`config.mk`:
```
export PLATFORM = sky130hd
export DESIGN_NAME = seg7_scan_m100
export DESIGN_NICKNAME = d
export VERILOG_FILES = /design/src/rtl/seg7_pkg.sv /design/src/rtl/bcd_to_seg7.sv /design/src/rtl/seg7_scan_m100.sv
export SDC_FILE = /design/constraint.sdc
export NUM_CORES = 1
export LEC_CHECK = 0
export ABC_AREA = 0
export CELL_PAD_IN_SITES_DETAIL_PLACEMENT = 0
export CELL_PAD_IN_SITES_GLOBAL_PLACEMENT = 1
export CORE_ASPECT_RATIO = 2
export CORE_UTILIZATION = 35
export DETAILED_ROUTE_END_ITERATION = 8
export GPL_TIMING_DRIVEN = 0
export PLACE_DENSITY_LB_ADDON = 0.2
export SYNTH_ARGS = -nofsm -noshare
export SYNTH_HDL_FRONTEND = slang
export SYNTH_SLANG_ARGS = --single-unit
```
`constraint.sdc`:
```
create_clock -name clk -period 2 [get_ports clk]
set_input_delay 0.3 -clock clk [delete_from_list [all_inputs] [get_ports clk]]
set_output_delay 0.3 -clock clk [all_outputs]
set_load 0.02 [all_outputs]
```
`src/rtl/seg7_pkg.sv`:
```
// Shared types and active-low segment codes ({g,f,e,d,c,b,a}) for the M100 scanner.
package seg7_pkg;

  typedef enum logic [1:0] {
    BLANK_U = 2'd0,
    SHOW_U  = 2'd1,
    BLANK_C = 2'd2,
    SHOW_C  = 2'd3
  } state_e;

  localparam logic [6:0] SEG_0    = 7'h40;
  localparam logic [6:0] SEG_1    = 7'h79;
  localparam logic [6:0] SEG_2    = 7'h24;
  localparam logic [6:0] SEG_3    = 7'h30;
  localparam logic [6:0] SEG_4    = 7'h19;
  localparam logic [6:0] SEG_5    = 7'h12;
  localparam logic [6:0] SEG_6    = 7'h02;
  localparam logic [6:0] SEG_7    = 7'h78;
  localparam logic [6:0] SEG_8    = 7'h00;
  localparam logic [6:0] SEG_9    = 7'h10;
  localparam logic [6:0] SEG_DASH = 7'h3F;
  localparam logic [6:0] SEG_OFF  = 7'h7F;

  localparam logic [1:0] AN_OFF   = 2'b11;
  localparam logic [1:0] AN_UNITS = 2'b10;
  localparam logic [1:0] AN_TENS  = 2'b01;

endpackage

```
`src/rtl/bcd_to_seg7.sv`:
```
// Combinational BCD to active-low 7-segment decoder; codes above 9 show a dash.
module bcd_to_seg7
  import seg7_pkg::*;
(
  input  logic [3:0] bcd_i,
  output logic [6:0] seg_o
);

  always_comb begin
    seg_o = SEG_DASH;
    case (bcd_i)
      4'd0: seg_o = SEG_0;
      4'd1: seg_o = SEG_1;
      4'd2: seg_o = SEG_2;
      4'd3: seg_o = SEG_3;
      4'd4: seg_o = SEG_4;
      4'd5: seg_o = SEG_5;
      4'd6: seg_o = SEG_6;
      4'd7: seg_o = SEG_7;
      4'd8: seg_o = SEG_8;
      4'd9: seg_o = SEG_9;
      default: seg_o = SEG_DASH;
    endcase
  end

endmodule

```
`src/rtl/seg7_scan_m100.sv`:
```
// Two-digit multiplexed 7-segment scanner for a mod-100 BCD counter.
// Digits are captured once per frame so a frame never mixes old and new values.
module seg7_scan_m100
  import seg7_pkg::*;
#(
  parameter int SCAN_DIV  = 50000,
  parameter int BLANK_CYC = 4,
  parameter int LZ_BLANK  = 1
) (
  input  logic       clk,
  input  logic       rst,
  input  logic       en,
  input  logic [3:0] q_donvi,
  input  logic [3:0] q_chuc,
  output logic [6:0] seg,
  output logic [1:0] an,
  output logic       frame_done
);

  localparam int CW = (SCAN_DIV > 1) ? $clog2(SCAN_DIV) : 1;
  localparam logic [CW-1:0] CNT_LAST   = CW'(SCAN_DIV - 1);
  localparam logic [CW-1:0] BLANK_LAST = CW'(BLANK_CYC - 1);

  state_e        state_q, state_d;
  logic [CW-1:0] cnt_q, cnt_d;
  logic [3:0]    units_q, units_d;
  logic [3:0]    tens_q, tens_d;
  logic [6:0]    seg_q, seg_d;
  logic [1:0]    an_q, an_d;
  logic          fd_q, fd_d;

  logic [3:0]    digit_sel;
  logic [6:0]    seg_dec;

  // Single shared decoder; the state picks which latched digit feeds it.
  assign digit_sel = (state_q == SHOW_C) ? tens_q : units_q;

  bcd_to_seg7 u_dec (
    .bcd_i (digit_sel),
    .seg_o (seg_dec)
  );

  // cnt_q runs across the whole slot: blank part first, then the show part.
  always_comb begin
    state_d = state_q;
    cnt_d   = cnt_q + 1'b1;
    units_d = units_q;
    tens_d  = tens_q;
    an_d    = AN_OFF;
    seg_d   = SEG_OFF;
    fd_d    = 1'b0;

    if (!en) begin
      state_d = BLANK_U;
      cnt_d   = '0;
    end else begin
      case (state_q)
        BLANK_U: begin
          if (cnt_q == '0) begin
            units_d = q_donvi;
            tens_d  = q_chuc;
          end
          if (cnt_q == BLANK_LAST) state_d = SHOW_U;
        end
        SHOW_U: begin
          an_d  = AN_UNITS;
          seg_d = seg_dec;
          if (cnt_q == CNT_LAST) begin
            state_d = BLANK_C;
            cnt_d   = '0;
          end
        end
        BLANK_C: begin
          if (cnt_q == BLANK_LAST) state_d = SHOW_C;
        end
        SHOW_C: begin
          if (!(LZ_BLANK != 0 && tens_q == 4'd0)) begin
            an_d  = AN_TENS;
            seg_d = seg_dec;
          end
          if (cnt_q == CNT_LAST) begin
            state_d = BLANK_U;
            cnt_d   = '0;
            fd_d    = 1'b1;
          end
        end
        default: begin
          state_d = BLANK_U;
          cnt_d   = '0;
        end
      endcase
    end
  end

  always_ff @(posedge clk or posedge rst) begin
    if (rst) begin
      state_q <= BLANK_U;
      cnt_q   <= '0;
      units_q <= 4'd0;
      tens_q  <= 4'd0;
      seg_q   <= SEG_OFF;
      an_q    <= AN_OFF;
      fd_q    <= 1'b0;
    end else begin
      state_q <= state_d;
      cnt_q   <= cnt_d;
      units_q <= units_d;
      tens_q  <= tens_d;
      seg_q   <= seg_d;
      an_q    <= an_d;
      fd_q    <= fd_d;
    end
  end

  assign seg        = seg_q;
  assign an         = an_q;
  assign frame_done = fd_q;

endmodule

```
==> Word level (Yosys, flattened, before mapping) <==
Memories as Yosys holds them, arrays and structs flattened.
Index checks and enable logic that the tools add are counted.
{ "word_totals": {"input_bits": 11, "output_inout_bits": 10, "reg_bits": 36, "elab_cells": 43, "mem_bits_ro": 112, "mem_count": 1} }
{ "classes": {"eq_ne": 9, "n_reduce_logical": 6, "n_addsub": 1, "n_mux": 19} }
{ "mem_list": {"columns": ["memory", "words", "word_bits", "read_ports", "rd_clocked_by_memory_dff", "wr", "line", "rtl"], "rows": [
  ["(name not given)", 16, 7, 1, 0, 0, "bcd_to_seg7.sv:11", "case (bcd_i)"]
]} }
{ "op_table": {"columns": ["operator", "n"], "rows": [
  ["16-bit two-way mux", 3],
  ["16-bit by 1-bit adder with 16-bit output (second input constant)", 1],
  ["16-bit equality test (second input constant)", 1],
  ["16-bit by 2-bit equality test with 1-bit output (second input constant)", 1],
  ["16-bit zero test", 1],
  ["2-bit two-way mux", 7],
  ["7-bit two-way mux", 2],
  ["7-bit case mux with 2 select lines", 1],
  ["3-bit inequality test (second input constant)", 3],
  ["2-bit case mux with 4 select lines", 1],
  ["2-bit equality test (second input constant)", 2],
  ["4-bit zero test", 1],
  ["4-bit two-way mux", 1],
  ["2-bit case mux with 2 select lines", 1],
  ["4-bit AND reduction", 1],
  ["1-bit two-way mux", 3],
  ["3-bit by 2-bit inequality test with 1-bit output (second input constant)", 1],
  ["3-bit AND reduction", 1],
  ["2-bit by 1-bit equality test with 1-bit output (second input constant)", 1],
  ["2-bit zero test", 1],
  ["2-bit OR reduction", 1]
]} }

==> Logic depth before layout (Yosys ltp) <==
Gate-level depths: netlist (run 1).
An unclocked memory read counts as a cell.
{ "depth": {"ltp_word": 6, "depth_mapped": 8, "depth_no_buf": 7} }

==> Cells and area by module <==
Synthesis (run 1) repeated with hierarchy kept, for this count alone.
{ "hier_totals": {"cells_unflattened": 189, "area_unflattened_um2": 1983.2} }
{ "modules_own_cells": {"columns": ["mod", "cells_per_inst", "seq_area_each_um2", "n_inst", "area_each_um2"], "rows": [
  ["seg7_scan_m100", 156, 912.1, 1, 1778.0],
  ["bcd_to_seg7", 33, 0.0, 1, 205.2]
]} }

==> Worst setup path before layout (run 1) <==
OpenSTA, ideal clock, no wires.
{ "synth_timing": {"kind": "register to register", "from": "reg cnt_q[0]", "to": "reg cnt_q[10]", "path_buffers": 1, "slack_ns": -0.117, "setup_time_ns": 0.119, "path_stages_with_launch": 7, "arrival_time_ns": 1.998, "cell_sequence": "dfrtp_1 ha_1 or4b_1 or4_4 o21ai_4 buf_6 nor2_1"} }
{ "synth_via": {"elab_chain_cells": 4} }
{ "synth_rtl": {"columns": ["element", "line", "rtl"], "rows": [
  ["start, declared", "seg7_scan_m100.sv:25", "logic [CW-1:0] cnt_q, cnt_d;"],
  ["start signal, assigned", "seg7_scan_m100.sv:106", "cnt_q <= cnt_d;"],
  ["16-bit by 1-bit adder with 16-bit output or 16-bit equality test (tied branches)", "seg7_scan_m100.sv:46, seg7_scan_m100.sv:68, seg7_scan_m100.sv:81", null],
  ["16-bit two-way mux", "seg7_scan_m100.sv:68, seg7_scan_m100.sv:81", null],
  ["16-bit two-way mux (*)", null, null],
  ["16-bit two-way mux (*)", "seg7_scan_m100.sv:53", "if (!en) begin"],
  ["net cnt_d[10]", "seg7_scan_m100.sv:25", null]
]} }
The timed path passes the listed nets; every way through them passes the cells marked *.
A chain may end at the register's enable or synchronous reset.

==> Worst setup path in the final report (run 1) <==
{ "layout_timing": {"from": "reg cnt_q[10]", "to": "reg cnt_q[11]"} }
The elaborated chain is that of the path after synthesis.

==> results of run 1 <==
[power groups by stage]
stage	registers (mW)	logic, mW	clock network [mW]
after floorplan	0.845	0.224	0
after global placement	0.852	0.311	0
after detailed placement	0.857	0.319	0
after CTS	0.846	0.343	0.644
after global routing	0.860	0.390	0.675
final	0.849	0.350	0.620
[layout make-up]
cell class	count	share of cell area, %
plain buffers	2	0.633
clock buffers	6	3.06
clock inverters	2	1.48
inverters	10	1.58
multi-input cells	126	40.4
flip-flops and latches	36	38.5
well taps	58	3.06
repair buffers	28	11.3
[cells by family (layout without fill, tap and decap cells)]
kind of cell	after synthesis	count (layout)	share of synthesized area, %
muxes	15	15	8.73
adders and majority gates	9	9	6.04
AOI/OAI and AO/OA	20	20	7.59
xor gates and xnor gates	14	14	6.58
and+or+nand+nor	68	68	19.1
buffers and inverters	13	48	3.02
DFF	36	36	49.0
[worst max path at each step]
stage | startpoint | endpoint | slack (ns) | depth (start not counted)
floorplan | cnt_q[0]$_DFF_PP0_ | cnt_q[10]$_DFF_PP0_ | -0.10 | 6
global placement | state_q[0]$_DFFE_PP0P_ | seg[4]$_DFF_PP1_ | -0.33 | 7
finish | cnt_q[10]$_DFF_PP0_ | cnt_q[11]$_DFF_PP0_ | -0.13 | 5
CTS | cnt_q[1]$_DFF_PP0_ | cnt_q[11]$_DFF_PP0_ | -0.18 | 6
global route | cnt_q[1]$_DFF_PP0_ | cnt_q[7]$_DFF_PP0_ | -0.19 | 6
detailed placement | state_q[0]$_DFFE_PP0P_ | seg[4]$_DFF_PP1_ | -0.37 | 7
[critical path, stage by stage (launching register included)]
cell     delay [ns]
dfrtp_1        0.41
or4_4          0.58
or4_4          0.59
o21ai_4        0.25
buf_6          0.16
nor2_1         0.05
[repair_timing]
item | CTS | global route
resized for setup | 10 | 6
setup endpoints to repair | 33 | 28
buffers inserted | 7 | 1
gates cloned | 1 | 0
pin swaps | 14 | 6
[cell usage after synthesis (all sizes together) (6+ instances only)]
master	n	area [µm²]
xnor2	12	105
nand2	10	37.5
ha	9	113
nor3	6	30.0
mux2	10	113
dfstp	9	236
nor4	8	65.1
o21ai	7	46.3
dfrtp	27	676
nor2	23	86.3
inv	10	37.5
nand3	8	40.0
a21oi	6	30.0
[stage by stage]
step                total power, mW  instance area, µm²  cells
finish                         1.82                2370    268
CTS                            1.83                2340    267
floorplan                      1.07                1870    175
detailed placement             1.18                2130    252
global placement               1.16                2130    252
global route                   1.92                2370    268
[sequential cells by signal, summed over array words and instances, names as in the netlist]
| name | count |
|---|---|
| an | 2 |
| seg | 7 |
| frame_done | 1 |
| units_q | 4 |
| state_q | 2 |
| tens_q | 4 |
| cnt_q | 16 |
[per-layer routing]
| layer | vias up | part of all wire (%) |
|---|---|---|
| li1 | 687 | - |
| met1 | 703 | 36 |
| met2 | 28 | 60 |
| met3 | 13 | 2.1 |
| met4 | 0 | 2.7 |
| met5 | - | 0 |
==> PnR_summary.wiki, run 1 <==
{| class="wikitable"
! Metric !! Value
|-
| Wire length of the first global-routing pass || roughly 7000 µm
|-
| Boundary Pins || 21
|-
| Most common library cell in the layout ignoring fill and taps || dfrtp_1
|-
| Post-cts hold buffer count || 0
|-
| Wirelength, routed || a little over 4000 µm
|-
| Remaining global-route overflow || 0
|-
| Latest clock arrival within the worst-skew pair || roughly 0.28 ns
|-
| Post-synthesis average cell area || 10.6 µm²
|-
| P_sw || 494 µW
|-
| Detailed router's first-iteration violation count || 22
|-
| Router iterations before antenna repair || 4
|-
| DP HPWL || 3070 µm
|-
| Area delta synth->final || 27.4%
|-
| Clock skew || 0.00728 ns
|-
| Status || complete, but fails checks
|-
| Count of fill cells added during filler insertion || 501
|-
| Endpoint of the lowest-slack register-to-register path || cnt_q[11]$_DFF_PP0_
|-
| RD Place Congestion || 0.813
|-
| Clock sink count || 36
|-
| Worst-case vdd ir drop || 567 µV
|-
| Sink of the worst hold path || an[0]$_DFF_PP1_
|-
| Post-Synthesis Net Count || 195
|-
| Final total negative setup slack || -1.90 ns
|-
| Worst R2R Path Depth || 5
|-
| Final hold vios || 0
|-
| Flip-flop cell with the highest count after synthesis || dfrtp_1
|-
| Power density relative to cell area || 767 nW/µm²
|-
| Largest fanout of any net on the critical path || 5
|-
| Worst-case hold slack || 0.374 ns
|-
| Routed length per instance || approximately 15 µm
|-
| Internal Pwr Total || 1.33 mW
|-
| Number of buffers between clock root and the deepest sink || 2
|-
| TritonCTS clock tree || yes
|-
| Die extent in y || 105 µm
|-
| Fraction of layout instances using a drive strength above 1 || 24.3%
|-
| Proportion of register bits with asynchronous set or reset after synthesis || 100%
|-
| Number of max-slew violations in the final report || 0
|-
| Kind of end point of the critical path || flip-flop
|-
| Setup crit start kind || flip-flop
|-
| Worst-margin pin slew || 0.739 ns
|-
| Number of vias in the routed layout || ~1400
|-
| Vias in the first global route || 1547
|-
| Crit path kind || reg -> reg
|-
| Unrepaired setup endpoints after global routing || true
|-
| Antenna viol nets, final || 0
|-
| Slew HR || between 50% and 60%
|-
| Largest net degree at the start of global routing || 37
|-
| Class of the tightest hold or removal check || in -> reg
|-
| Final cycle utilization of the critical path || 107%
|-
| Post-synthesis cell type count || 33
|-
| Data required time of the worst path || roughly 2.2 ns
|-
| Commonest cells after routing, fill and taps aside || 26 x dfrtp_1, 20 x nor2_1, 19 x clkdlybuf4s50_1
|-
| Syn Inst Count || 175
|-
| Flop pwr share || 46.7%
|-
| Number of antenna cells inserted || 0
|-
| Core Area || 5140 µm²
|-
| IO Port Bufs || 19
|-
| Start of the worst register-to-register path || cnt_q[10]$_DFF_PP0_
|-
| Relative contribution of the clock network to total power || 34.1%
|-
| Met3 layer usage reported by global route || 3.20%
|-
| R2r setup slk || -0.13 ns
|-
| GR Util met2 || a little under a third
|-
| Highest clock rate || approximately 0.47 GHz
|-
| Area taken by multi-input logic gates || 958 µm²
|-
| Initial cell density of the core || 36.3%
|-
| Static leakage || approximately 0.9 nW
|-
| Vias per inst || 5.34
|-
| # nets final || 229
|-
| Busiest layer in global routing || met2
|-
| Met1 global-route usage || 17.2%
|-
| Root buffer cell || clkbuf_8
|-
| Worst-case setup slack after placement || -0.374 ns
|-
| Die outline area || 5640 µm²
|-
| Clock-pin slew of the registers on the worst-case setup and hold paths || ~0.07 ns
|-
| Setup violators final || 17
|-
| Data arrival at the endpoint of the critical path || 2.30 ns
|-
| Violations in the final reports || setup timing
|-
| Total CTS buffers || 5
|-
| Standard-cell row count || 37
|-
| Number of levels in the clock H-tree || 2
|-
| Global-route usage over all layers || 17.1%
|-
| Remaining design rule violation count || 0
|-
| Final critical delay including setup and external delays || 2.13 ns
|-
| DIE WIDTH || roughly 54 µm
|-
| Syn Std Cell Area || 1860 µm²
|-
| Combined flip-flop and latch cell area || roughly 910 µm²
|-
| Number of antenna violations at the first check in global routing || 0
|-
| Relative contribution of combinational cells to total power || about a fifth
|-
| Max-cap violations || 0
|-
| Final standard cell utilization of the core || a little under half
|-
| Number of enable flip-flop cells after synthesis || 0
|-
| Fin worst setup slack || -0.131 ns
|-
| Synthesis-stage register bit count || 36
|-
| Number of cells on the worst hold path || 2
|-
| Sequential area share after synthesis || 49.0%
|-
| Share of total power consumed by net switching || 27.1%
|-
| Total of warnings raised by yosys || 0
|-
| Worst Hold Launch || en
|}
Power figures use the tool's default switching activity.
==> inputs of run 2 (changes only) <==
--- a/config.mk
+++ b/config.mk
@@ -10,9 +10,11 @@
 export CELL_PAD_IN_SITES_GLOBAL_PLACEMENT = 1
 export CORE_ASPECT_RATIO = 2
 export CORE_UTILIZATION = 35
+export CTS_CLUSTER_SIZE = 30
 export DETAILED_ROUTE_END_ITERATION = 8
 export GPL_TIMING_DRIVEN = 0
 export PLACE_DENSITY_LB_ADDON = 0.2
+export REMOVE_ABC_BUFFERS = 1
 export SYNTH_ARGS = -nofsm -noshare
 export SYNTH_HDL_FRONTEND = slang
 export SYNTH_SLANG_ARGS = --single-unit
==> run 2 against run 1 <==
The flow still finishes with violations (setup timing); final cell count decreased by 1.1%; maximum frequency about the same; clock power increased by 2%; sequential power about the same; non-clock buffer count decreased by 3; register-to-register slack about the same; critical endpoint unchanged; largest power group unchanged.
==> PnR_summary.wiki, run 2 (synthesis gave the netlist of run 1 again) <==
{| class="wikitable"
! Metric !! Value
|-
| Number of max-slew violations in the final report || 0 (unchanged)
|-
| Endpoint of the lowest-slack register-to-register path || cnt_q[11]$_DFF_PP0_ (unchanged)
|-
| Clock skew || 0.0108 ns (was 0.00728 ns)
|-
| Combined flip-flop and latch cell area || 912 µm² (was 913 µm²)
|-
| Wire length of the first global-routing pass || 6740 µm (was 6980 µm)
|-
| Most common library cell in the layout ignoring fill and taps || dfrtp_1 (unchanged)
|-
| Fin worst setup slack || -0.132 ns (was -0.131 ns)
|-
| Number of vias in the routed layout || 1378 (was 1431)
|-
| Start of the worst register-to-register path || cnt_q[11]$_DFF_PP0_ (was cnt_q[10]$_DFF_PP0_)
|-
| Setup crit start kind || flip-flop (unchanged)
|-
| Slew HR || 60.8% (was 50.7%)
|-
| Fraction of layout instances using a drive strength above 1 || 20.3% (was 24.3%)
|-
| Number of antenna cells inserted || 0 (unchanged)
|-
| Worst-case vdd ir drop || 455 µV (was 567 µV)
|-
| # nets final || 226 (was 229)
|-
| Root buffer cell || clkbuf_8 (unchanged)
|-
| Unrepaired setup endpoints after global routing || true (unchanged)
|-
| Area taken by multi-input logic gates || 943 µm² (was 958 µm²)
|-
| Initial cell density of the core || 36.3% (unchanged)
|-
| Status || complete, but fails checks (unchanged)
|-
| Data arrival at the endpoint of the critical path || 2.31 ns (was 2.30 ns)
|-
| Worst-margin pin slew || 0.588 ns (was 0.739 ns)
|-
| Layout Cells excl Fill || 265 (was 268)
|-
| Highest clock rate || 0.469 GHz (about the same)
|-
| Max-cap violations || 0 (unchanged)
|-
| Worst R2R Path Depth || 5 (unchanged)
|-
| Power density relative to cell area || 774 nW/µm² (was 767 nW/µm²)
|-
| R2r setup slk || -0.13 ns (about the same)
|-
| Final hold vios || 0 (unchanged)
|-
| Number of buffers between clock root and the deepest sink || 2 (unchanged)
|-
| IO Port Bufs || 20 (was 19)
|-
| Number of antenna violations at the first check in global routing || 0 (unchanged)
|-
| Antenna viol nets, final || 0 (unchanged)
|-
| Total CTS buffers || 5 (unchanged)
|-
| Die extent in y || 105 µm (unchanged)
|-
| DP HPWL || 3130 µm (was 3070 µm)
|-
| Clock-pin slew of the registers on the worst-case setup and hold paths || 0.07 ns (about the same)
|-
| Remaining design rule violation count || 0 (unchanged)
|-
| Area delta synth->final || 27.0% (was 27.4%)
|-
| Final total negative setup slack || -2.04 ns (was -1.90 ns)
|-
| Largest net degree at the start of global routing || 25 (was 37)
|-
| Standard-cell row count || 37 (unchanged)
|-
| Class of the tightest hold or removal check || in -> async (was in -> reg)
|-
| Wirelength, routed || 4090 µm (was 4150 µm)
|-
| Global-route usage over all layers || 16.8% (was 17.1%)
|-
| Count of fill cells added during filler insertion || 508 (was 501)
|-
| DP Cell Count || 251 (was 252)
|-
| Number of flip-flops under the largest register name || 16 (unchanged)
|-
| Boundary Pins || 21 (unchanged)
|-
| Data required time of the worst path || 2.17 ns (about the same)
|-
| Core Area || 5140 µm² (unchanged)
|-
| Crit path kind || reg -> reg (unchanged)
|-
| Number of levels in the clock H-tree || 2 (unchanged)
|-
| Final critical delay including setup and external delays || 2.13 ns (about the same)
|-
| Setup violators final || 18 (was 17)
|-
| Largest fanout of any net on the critical path || 16 (was 5)
|-
| Vias in the first global route || 1498 (was 1547)
|-
| Detailed router's first-iteration violation count || 9 (was 22)
|-
| Critical Path Sink || cnt_q[11]$_DFF_PP0_ (unchanged)
|-
| Router iterations before antenna repair || 4 (unchanged)
|-
| Routed length per instance || 15.4 µm (was 15.5 µm)
|-
| RD Place Congestion || 0.811 (was 0.813)
|-
| Commonest cells after routing, fill and taps aside || 27 x dfrtp_1, 23 x nor2_1, 20 x clkdlybuf4s50_1 (was 26 x dfrtp_1, 20 x nor2_1, 19 x clkdlybuf4s50_1)
|-
| Post-place instance area || 2140 µm² (was 2130 µm²)
|-
| TritonCTS clock tree || yes (unchanged)
|-
| DIE WIDTH || 53.6 µm (unchanged)
|-
| Final design instance area without fill || 2370 µm² (about the same)
|-
| Register bank with the most flops || cnt_q (unchanged)
|-
| Static leakage || 0.914 nW (was 0.910 nW)
|-
| Latest clock arrival within the worst-skew pair || 0.29 ns (was 0.28 ns)
|-
| Worst setup path startpoint || cnt_q[11]$_DFF_PP0_ (was cnt_q[10]$_DFF_PP0_)
|-
| Kind of end point of the critical path || flip-flop (unchanged)
|-
| Vias per inst || 5.20 (was 5.34)
|-
| Violations in the final reports || setup timing (unchanged)
|-
| Remaining global-route overflow || 0 (unchanged)
|-
| Final cycle utilization of the critical path || 107% (about the same)
|-
| Clock sink count || 36 (unchanged)
|-
| Die outline area || 5640 µm² (unchanged)
|}
[run 2: worst min path at each step]
| stage | start | end | slack, ns | cells after the start |
|---|---|---|---|---|
| finish | rst | cnt_q[4]$_DFF_PP0_ | 0.37 | 2 |
| global placement | units_q[1]$_DFFE_PP0P_ | units_q[1]$_DFFE_PP0P_ | 0.50 | 1 |
| CTS | rst | cnt_q[4]$_DFF_PP0_ | 0.39 | 2 |
| detailed placement | units_q[0]$_DFFE_PP0P_ | units_q[0]$_DFFE_PP0P_ | 0.50 | 1 |
| floorplan | en | an[0]$_DFF_PP1_ | 0.34 | 1 |
| global route | rst | cnt_q[4]$_DFF_PP0_ | 0.44 | 2 |
[run 2: stage by stage]
stage | power, mW | setup slack [ns] | hold slack (ns) | util [%]
2_1_floorplan | 1.06 | -0.107 | 0.343 | -
3_3_place_gp | 1.17 | -0.370 | 0.498 | 41.2
3_5_place_dp | 1.19 | -0.398 | 0.503 | 41.7
4_1_cts | 1.85 | -0.125 | 0.387 | 45.5
5_1_grt | 1.93 | -0.193 | 0.436 | 46.0
6_report | 1.83 | -0.132 | 0.369 | 46.0
[run 2: final cells by class]
| cell class | instances | area share [%] |
|---|---|---|
| Inverter | 10 | 1.59 |
| Timing Repair Buffer | 27 | 12.2 |
| Sequential cell | 36 | 38.6 |
| Clock buffer | 5 | 2.91 |
| Tap cell | 58 | 3.07 |
| Clock inverter | 3 | 1.80 |
| Multi-Input combinational cell | 126 | 39.9 |
[run 2: where the power goes]
part           internal (mW)  switching, mW
Sequential             0.790         0.0578
Combinational          0.167          0.183
Clock                  0.369          0.266
Total                   1.33          0.507
[run 2: what timing repair did]
action	4_1_cts	5_1_grt
setup endpoints to repair	32	30
pin swaps	3	0
setup buffers	5	1
hold buffers	0	0
resized for setup	6	3
[run 2: routing by layer]
metal,GRT usage (%),wire (µm)
met1,14.1,1380
met2,33.2,2510
met3,3.20,89
met4,8.27,105
met5,0,0
[run 2: critical path: stages (launching register included)]
cell     delay (ns)
dfrtp_1        0.44
or4_4          0.61
or4_4          0.58
o21ai_4        0.18
buf_12         0.16
nor2_1         0.05
==> inputs of run 3 (changes only) <==
--- a/config.mk
+++ b/config.mk
@@ -12,6 +12,7 @@
 export CORE_UTILIZATION = 35
 export CTS_CLUSTER_SIZE = 30
 export DETAILED_ROUTE_END_ITERATION = 8
+export DONT_BUFFER_PORTS = 1
 export GPL_TIMING_DRIVEN = 0
 export PLACE_DENSITY_LB_ADDON = 0.2
 export REMOVE_ABC_BUFFERS = 1
==> run 3 against run 2 <==
The run still ends with setup timing left; largest power group unchanged; first-iteration DRC count grew to 3.0 times the previous value; total power is 4.8% lower; maximum frequency is 2.1% lower; largest cell class unchanged; highest routed layer unchanged; final cell count is 5.3% lower; combinational power is 2% higher.
==> PnR_summary.wiki, run 3 (synthesis gave the netlist of run 1 again) <==
{| class="wikitable"
! Metric !! Value
|-
| Boundary Pins || 21 (unchanged)
|-
| Die outline area || 5640 µm² (unchanged)
|-
| Violations in the final reports || setup timing (unchanged)
|-
| Relative contribution of the clock network to total power || 30.2% (was 34.6%)
|-
| Max-cap violations || 0 (unchanged)
|-
| Power density relative to cell area || 776 nW/µm² (was 774 nW/µm²)
|-
| Fraction of layout instances using a drive strength above 1 || 30.1% (was 20.3%)
|-
| Crit path kind || reg -> reg (unchanged)
|-
| Share of total power consumed by net switching || 28.6% (was 27.6%)
|-
| Commonest cells after routing, fill and taps aside || 25 x dfrtp_1, 18 x nor2_1, 12 x xnor2_1 (was 27 x dfrtp_1, 23 x nor2_1, 20 x clkdlybuf4s50_1)
|-
| Standard-cell row count || 37 (unchanged)
|-
| Delay-heaviest family, CP || simple AND/OR/NAND/NOR gates (unchanged)
|-
| Number of antenna violations at the first check in global routing || 0 (unchanged)
|-
| Worst-case hold slack || 0.0307 ns (was 0.369 ns)
|-
| Clock sink count || 36 (unchanged)
|-
| Vias in the first global route || 1373 (was 1498)
|-
| Largest net degree at the start of global routing || 37 (was 25)
|-
| Number of max-slew violations in the final report || 0 (unchanged)
|-
| Register bank with the most flops || cnt_q (unchanged)
|-
| Most common library cell in the layout ignoring fill and taps || dfrtp_1 (unchanged)
|-
| Wirelength, routed || 4260 µm (was 4090 µm)
|-
| Highest clock rate || 0.459 GHz (was 0.469 GHz)
|-
| Die extent in y || 105 µm (unchanged)
|-
| Flop pwr share || 49.3% (was 46.3%)
|-
| Relative contribution of combinational cells to total power || 20.5% (was 19.1%)
|-
| Cell with the largest stage delay on the worst path || or4_4 (unchanged)
|-
| Wire length of the first global-routing pass || 6490 µm (was 6740 µm)
|-
| Unrepaired setup endpoints after global routing || true (unchanged)
|-
| # nets final || 212 (was 226)
|-
| Root buffer cell || clkbuf_8 (unchanged)
|-
| Slew HR || 49.3% (was 60.8%)
|-
| Vias per inst || 5.61 (was 5.20)
|-
| Remaining design rule violation count || 0 (unchanged)
|-
| TritonCTS clock tree || yes (unchanged)
|-
| Number of buffers between clock root and the deepest sink || 2 (unchanged)
|-
| DP Cell Count || 230 (was 251)
|-
| Clock-pin slew of the registers on the worst-case setup and hold paths || 0.07 ns (about the same)
|-
| Largest fanout of any net on the critical path || 8 (was 16)
|-
| DIE WIDTH || 53.6 µm (unchanged)
|-
| Core Area || 5140 µm² (unchanged)
|-
| Detailed router's first-iteration violation count || 27 (was 9)
|-
| Remaining global-route overflow || 0 (unchanged)
|-
| Number of vias in the routed layout || 1408 (was 1378)
|-
| IO Port Bufs || 0 (was 20)
|-
| DP HPWL || 2950 µm (was 3130 µm)
|-
| Clock skew || 0.0101 ns (was 0.0108 ns)
|-
| Setup violators final || 26 (was 18)
|-
| P_sw || 499 µW (was 507 µW)
|-
| Latest clock arrival within the worst-skew pair || 0.29 ns (about the same)
|-
| Worst-case vdd ir drop || 406 µV (was 455 µV)
|-
| Class of the tightest hold or removal check || in -> async (unchanged)
|-
| Fin worst setup slack || -0.177 ns (was -0.132 ns)
|-
| Global-route usage over all layers || 16.1% (was 16.8%)
|-
| Data arrival at the endpoint of the critical path || 2.35 ns (was 2.31 ns)
|-
| Static leakage || 0.882 nW (was 0.914 nW)
|-
| Final hold vios || 0 (unchanged)
|-
| Data required time of the worst path || 2.17 ns (about the same)
|-
| Number of antenna cells inserted || 0 (unchanged)
|-
| Worst-case setup slack after placement || -0.404 ns (was -0.398 ns)
|-
| Worst-margin pin slew || 0.759 ns (was 0.588 ns)
|-
| RD Place Congestion || 0.792 (was 0.811)
|-
| Area delta synth->final || 20.8% (was 27.0%)
|-
| Final cycle utilization of the critical path || 109% (was 107%)
|-
| Post-cts hold buffer count || 0 (unchanged)
|-
| Post-place instance area || 1920 µm² (was 2140 µm²)
|-
| Layout Cells excl Fill || 251 (was 265)
|-
| Routed length per instance || 17.0 µm (was 15.4 µm)
|-
| Internal Pwr Total || 1.25 mW (was 1.33 mW)
|-
| Final design instance area without fill || 2250 µm² (was 2370 µm²)
|-
| Status || complete, but fails checks (unchanged)
|-
| Kind of end point of the critical path || flip-flop (unchanged)
|-
| Setup crit start kind || flip-flop (unchanged)
|-
| Number of levels in the clock H-tree || 2 (unchanged)
|-
| Delay of the slowest critical-path stage || 0.57 ns (was 0.61 ns)
|-
| Final critical delay including setup and external delays || 2.18 ns (was 2.13 ns)
|-
| Router iterations before antenna repair || 4 (unchanged)
|-
| Number of flip-flops under the largest register name || 16 (unchanged)
|-
| Cell chain of the critical path || ha_4, or4b_4, or4_4, o21ai_4, clkbuf_16, nor2_2 (was or4_4, or4_4, o21ai_4, buf_12, nor2_1)
|-
| Initial cell density of the core || 36.3% (unchanged)
|-
| Buffers and inverters on the worst path || 1 (unchanged)
|-
| Antenna viol nets, final || 0 (unchanged)
|-
| Total CTS buffers || 5 (unchanged)
|}
## run 3: final timing paths
path	start	to	slack [ns]	depth (start not counted)
setup / recovery	cnt_q[0]$_DFF_PP0_	cnt_q[10]$_DFF_PP0_	-0.18	6
hold / removal	rst	units_q[2]$_DFFE_PP0P_	0.03	1
setup reg to reg	cnt_q[0]$_DFF_PP0_	cnt_q[10]$_DFF_PP0_	-0.18	6
hold reg to reg	units_q[2]$_DFFE_PP0P_	units_q[2]$_DFFE_PP0P_	0.54	1
max in group asynchronous	rst	cnt_q[7]$_DFF_PP0_	1.45	1
min in group clk	en	an[0]$_DFF_PP1_	0.06	1
## run 3: what timing repair did
action / 4_1_cts / 5_1_grt
setup buffers: 4 / 8
setup endpoints to repair: 32 / 29
pin swaps: 4 / 6
gates cloned: 0 / 1
resized for setup: 8 / 20
## run 3: metal layers
| metal | vias up | track usage (%) | share of wire, % |
|---|---|---|---|
| met3 | 13 | 3.20 | 2.1 |
| met1 | 712 | 15.4 | 36 |
| met5 | - | 0 | 0 |
| met2 | 29 | 29.4 | 58 |
| met4 | 0 | 9.21 | 3.7 |
| li1 | 654 | - | - |
## run 3: worst register-to-register path, cell delays in order (launching register included)
cell,delay (ns)
dfrtp_1,0.42
ha_4,0.16
or4b_4,0.47
or4_4,0.57
o21ai_4,0.21
clkbuf_16,0.19
nor2_2,0.04
## run 3: per-stage QoR
step	total power, mW	util, %	TNS [ns]
final	1.74	43.8	-2.93
after global routing	1.83	43.8	-4.19
after CTS	1.69	40.7	-2.11
after detailed placement	1.14	37.3	-9.16
after global placement	1.13	37.3	-7.85
after floorplan	1.06	-	-1.68
## run 3: cell type report
cell class,count,area (µm²)
fill,481,2890
inverter,10,37.5
tap,58,72.6
timing repair buffer,13,135
sequential,36,915
multi-input combinational,126,1000
clock buffer,8,90.1
## run 3: power groups by stage
stage	Sequential (mW)	Clock (mW)	Combinational [mW]
finish	0.860	0.527	0.357
global route	0.867	0.572	0.392
CTS	0.851	0.542	0.299
detailed placement	0.862	0	0.279
global placement	0.857	0	0.272
floorplan	0.845	0	0.218
